### src/rtl/cpu_bus_sequencer.sv
// Turns per-M-cycle control from the CPU control unit into a 4-T-cycle bus access.
// Owns PC and IR; one request is latched per M-cycle at the phase-3 boundary edge.
module cpu_bus_sequencer #(
  parameter logic [15:0] RESET_PC = 16'h0000
) (
  input  logic        clk,
  input  logic        reset_n,
  input  logic        ce,
  input  logic [1:0]  pc_update,
  input  logic        load_instruction_register,
  input  logic        mem_enable,
  input  logic        mem_write,
  input  logic        addr_from_pc,
  input  logic [15:0] mem_addr_in,
  input  logic [7:0]  mem_wdata_in,
  input  logic [15:0] pc_load_value,
  input  logic [7:0]  bus_rdata,
  output logic [15:0] bus_addr,
  output logic [7:0]  bus_wdata,
  output logic        bus_rd,
  output logic        bus_wr,
  output logic [15:0] pc,
  output logic [7:0]  instruction_register,
  output logic [7:0]  read_data,
  output logic [1:0]  t_phase,
  output logic        m_cycle_end
);

  typedef enum logic [1:0] {T0 = 2'd0, T1 = 2'd1, T2 = 2'd2, T3 = 2'd3} phase_t;

  typedef struct packed {
    logic        en;
    logic        wr;
    logic        ld_ir;
    logic [1:0]  upd;
    logic        from_pc;
    logic [15:0] addr;
    logic [7:0]  wdata;
  } req_t;

  localparam logic [1:0] UPD_INC  = 2'd1;
  localparam logic [1:0] UPD_LOAD = 2'd2;
  localparam req_t REQ_IDLE = '{en: 1'b0, wr: 1'b0, ld_ir: 1'b0, upd: 2'd0,
                                from_pc: 1'b1, addr: 16'h0000, wdata: 8'h00};

  phase_t      phase;
  req_t        req;
  logic [15:0] pc_q;
  logic [7:0]  ir_q;
  logic [7:0]  rdata_q;

  always_ff @(posedge clk or negedge reset_n) begin
    if (!reset_n) begin
      phase   <= T0;
      req     <= REQ_IDLE;
      pc_q    <= RESET_PC;
      ir_q    <= 8'h00;
      rdata_q <= 8'h00;
    end else if (ce) begin
      case (phase)
        T3: begin
          // PC update belongs to the ending M-cycle; reserved code 3 holds like Same
          if (req.upd == UPD_INC)       pc_q <= pc_q + 16'd1;
          else if (req.upd == UPD_LOAD) pc_q <= pc_load_value;
          req <= '{en: mem_enable, wr: mem_write, ld_ir: load_instruction_register,
                   upd: pc_update, from_pc: addr_from_pc, addr: mem_addr_in,
                   wdata: mem_wdata_in};
          phase <= T0;
        end
        T2: begin
          if (req.en && !req.wr) begin
            rdata_q <= bus_rdata;
            if (req.ld_ir) ir_q <= bus_rdata;
          end
          phase <= T3;
        end
        T1:      phase <= T2;
        default: phase <= T1;
      endcase
    end
  end

  // Strobes decode straight from registered state so reset drops them immediately
  assign bus_rd      = req.en && !req.wr && (phase != T3);
  assign bus_wr      = req.en && req.wr && ((phase == T1) || (phase == T2));
  assign bus_addr    = req.from_pc ? pc_q : req.addr;
  assign bus_wdata   = req.wdata;
  assign pc          = pc_q;
  assign instruction_register = ir_q;
  assign read_data   = rdata_q;
  assign t_phase     = phase;
  assign m_cycle_end = ce && (phase == T3);

endmodule

### config.mk
export PLATFORM = sky130hd
export DESIGN_NAME = cpu_bus_sequencer
export DESIGN_NICKNAME = d
export VERILOG_FILES = /design/src/rtl/cpu_bus_sequencer.sv
export SDC_FILE = /design/constraint.sdc
export NUM_CORES = 1
export LEC_CHECK = 0
export CAP_MARGIN = 10
export CELL_PAD_IN_SITES_DETAIL_PLACEMENT = 0
export CELL_PAD_IN_SITES_GLOBAL_PLACEMENT = 1
export CORE_UTILIZATION = 43
export CTS_CLUSTER_DIAMETER = 30
export DETAILED_ROUTE_END_ITERATION = 8
export DONT_BUFFER_PORTS = 1
export MAX_ROUTING_LAYER = met4
export PLACE_DENSITY = 0.77
export SETUP_SLACK_MARGIN = 0.4
export SLEW_MARGIN = 20
export SYNTH_ARGS = -nofsm -noshare
export SYNTH_HDL_FRONTEND = slang
export SYNTH_SLANG_ARGS = --single-unit
### constraint.sdc
create_clock -name clk -period 1.36 [get_ports clk]
set_input_delay 0.204 -clock clk [delete_from_list [all_inputs] [get_ports clk]]
set_output_delay 0.204 -clock clk [all_outputs]
set_load 0.03 [all_outputs]
Word level (Yosys, flattened, before mapping)
Index checks and enable logic that the tools add are counted.

word-level totals
  flip-flop bits (word level) = 64
  output and inout bits = 61
  word-level logic and storage cells = 34

cells by class
  add/sub/neg operators = 1
  eq/ne operators = 6
  mux-type cells = 4
  reduce and logical (&&, ||, !) cells = 12

operators with widths
  cell                     number
  $mux W16                 3
  $add A16 B1 Y16 const B  1
  $eq A2 B2 Y1 const B     3
  $pmux W2 S3              1
  $reduce_and A3 Y1        2
  $logic_and A1 B1 Y1      5
  $eq A2 B1 Y1 const B     2
  $reduce_and A4 Y1        1
  $ne A2 B2 Y1 const B     1
  $reduce_and A2 Y1        1
  $reduce_bool A2 Y1       1
  $logic_not A1 Y1         1
  $logic_or A1 B1 Y1       1

Depth between registers and ports, before layout
  depth in word-level cells = 3
  depth in mapped cells = 8
  mapped depth without buffers = 6

Worst setup path before layout
No wires, ideal clock.

  path kind = register to register
  from = register pc_q[0], in the netlist pc[0]
  to = register pc_q[14], in the netlist pc[14]
  setup time = 0.129 ns
  arrival = 1.508 ns
  data required time = 1.231 ns
  slack = -0.277 ns
  stages on the path, launching flop included = 6
  path through = dfrtp_1 -> ha_1 -> nand3_2 -> nor3_2 -> a41o_1 -> a21oi_1

between the ends
  cells in the longest elaborated chain, start to end = 2

RTL lines
  what                      RTL line  RTL
  start: declaration        48        logic [15:0] pc_q;
  start signal: assignment  63        if (req.upd == UPD_INC) pc_q <= pc_q + 16'd1;
  start signal: assignment  64        else if (req.upd == UPD_LOAD) pc_q <= pc_load_value;
  $add A16 B1 Y16           63
  $mux W16                  63

Every way passes these cells.
A chain may end at the register's enable or synchronous reset.

Worst setup path after layout
  from = register req[24] (netlist bit)
  to = output bus_addr[13]

between the ends
  cells in the longest elaborated chain, start to end = 1

RTL lines
  what                      RTL line  RTL
  start: declaration        47        req_t req;
  start signal: assignment  65        req <= '{en: mem_enable, wr: mem_write, ld_ir: load_instruction_register,
  $mux W16                  86        assign bus_addr = req.from_pc ? pc_q : req.addr;
  end: declaration          18        output logic [15:0] bus_addr,

Every way passes these cells.

==> results.ini <==
[global_routing]
gr-usage-all-layers_pct=25.9
grt_pass1_vias=2855
grtUsageMet3_pct=6.13
grtUsageMet2_pct=44.3
grt_start_max_net_pins=65
antenna_found_initial=0
gr-max-usage-layer=met2
grt_remaining_overflow=0
grt_pass1_wl_mm=14.2
grt_util_met1_pct=28.9

[placement]
dp_hpwl_mm=5.29
dpl-instance-area_sq_mm=0.00368
globalplace.congestion=0.828
numPortBuffers=0

[pwr]
power_uw=13800
irDropWorstVdd_v=0.00174
power_density_mw_per_mm2=2630
leakage_uw=0.00238

[critical_path]
critPathLaunchType=register
critPathKind=reg2out
worstSetupEndpointType=primary output
critPathRequiredTime_ps=1160
worstPathArrival_ps=1450
rr_worst_depth=7
path_max_fanout=11

[synthesis]
synth_area_leader_cell=dfrtp_1
syn_avg_cell_area_sq_um=11.9
synth_cells=266
seq_area_frac_synth_pct=50.6
synth.distinct_cells=37
synth_edf_count=0
ys.flop_type=dfrtp_1
synth_top_area_share_pct=49.7
syn_nets=328
ys_seq_elements=64
yosysWarnings=0
synth_area_leaders=dfrtp_1 50%, mux2_2 22%, a21oi_1 2.7%
syn_area_sq_mm=0.00317
synthArstFlopShare_pct=100

[job]
maxCapViolations=0

[final_layout]
design_area_sq_mm=0.00525
area_delta_synth_final_pct=65.6
drive_gt1_share_pct=67.2
fin_nets=444
multi_input_area_sq_mm=0.00189
diodes=0
ff_latch_area_sq_mm=0.00165
fill_cells=429

[clock_tree]
cts.sinks=64
clk_latency_ps=360
hold_buffers=39
clockBufferDepth=2
cts_buffers=9
cts_tree=done
cts-root-buf=clkbuf_8
htreeDepth=3
clk_pin_slew_ps=70

[detailed_routing]
first_iter_violations=113
vias=2659
finalWirelength_mm=9.35
viasPerCell=5.51
dr.pass1.iters=4
ant_nets=0
wl_per_cell_microns=19.4
drc=0

[sta]
fmax_mhz=604
fin_skew_ps=8.20
rsz0062_at_grt=true
timing.final.ws_setup_ps=-294
tightest_slew_ps=302
setup_viol_count_final=78
finalMaxSlewViolations=0
relSlewSlack_pct=79.7
final.min_clock_period_ps=1650
hold_viol=64
holdWs_ps=-463
fin_crit_sh_pct=122

[outcome]
violations=hold timing, setup timing
status=complete, but fails checks

[floorplanning]
fp.dieH_microns=87.9
io_pins=118
initial_utilization_pct=45.7
dieWidth_microns=87.9
row_count=30
die-area_sq_mm=0.00772
core_sq_mm=0.00694

[worst_hold_path]
hp-class=in2async

[final timing paths]
kind / startpoint / to / slack, ps
setup / recovery: req[24] / bus_addr[13] / -290
hold / removal: reset_n / pc[8] / -460
setup reg to reg: t_phase[0] / read_data[5] / -230
hold reg to reg: req[20] / req[20] / 520
max in group asynchronous: reset_n / req[24] / 1610
min in group clk: bus_rdata[7] / instruction_register[7] / 10
[cell families (layout without fill, tap and decap cells)]
| kind of cell | count (synthesis) | in the layout | share of synthesized area [%] |
|---|---|---|---|
| and+or+nand+nor | 57 | 57 | 10.9 |
| DFF | 64 | 64 | 50.6 |
| buffers and inverters | 29 | 150 | 5.05 |
| muxes | 64 | 64 | 22.6 |
| adders and majority gates | 5 | 5 | 1.97 |
| AOI/OAI and AO/OA | 47 | 47 | 8.92 |
[synthesized netlist by cell type (all sizes together) (2+ instances only)]
library cell and count:
nand2 9, o21ai 13, o22ai 6, nor2 12, a311oi 3, clkbuf 4
nand2b 2, buf 18, dfrtp 63, a21oi 17, inv 7, and3 4
mux2 61, a2bb2oi 2, ha 5, nand3 14, nor2b 2, nand3b 2
o32ai 2, mux2i 3, nand4 7
[registers in the layout, summed over array words and instances (netlist names)]
name,count
req,22
pc,16
bus_wdata,8
instruction_register,8
read_data,8
t_phase,2
[placed cells by master (no fill, tap or decap), drive strengths merged, types with 9 or more instances in the layout]
cell type and n:
nor2 12, dfrtp 63, clkbuf 9, a21oi 17, dlygate4sd3 39, buf 88
nand3 14, nand2 9, o21ai 13, mux2 61
[metal layers]
| metal | up-vias | part of all wire [%] |
|---|---|---|
| li1 | 1200 | - |
| met1 | 1341 | 39 |
| met2 | 102 | 53 |
| met3 | 16 | 5.9 |
| met4 | 0 | 2.1 |
| met5 | - | 0 |
[final cells by class]
| cell class | count | share of cell area [%] |
|---|---|---|
| multi-input cells | 173 | 36.1 |
| flip-flops and latches | 64 | 31.4 |
| repair buffers | 127 | 25.5 |
| clock buffers | 9 | 2.36 |
| well taps | 96 | 2.29 |
| clock inverters | 7 | 1.81 |
| inverters | 7 | 0.643 |
[power by group]
group	leakage (uW)	internal [uW]	switching, uW	total (uW)
registers	0.000736	2890	1330	4230
clock network	0.000110	1030	812	1850
logic	0.00153	4020	3700	7720
total	0.00238	7950	5840	13800
[stage by stage]
step                      util [%]  TNS [ps]  worst slack (ps)  cells
final                         75.6    -12130              -294    483
after CTS                     73.6    -11500              -300    475
after global routing          75.6    -15110              -321    483
after global placement        53.0     -2780              -105    388
after detailed placement      53.0     -3990              -166    388
after floorplan                  -     -2460              -103    266
[worst max-delay path, cell delays in order (launching register included)]
cell and delay [ps]:
dfstp_2 560, buf_12 160, mux2_4 360
[repair_timing]
item,in CTS,in global routing
cloned,2,0
setup buffers,30,8
resized for setup,161,21
pin swaps,17,13
hold endpoints to repair,111,64
setup endpoints to repair,125,125
(Power assumes the default switching activity.)
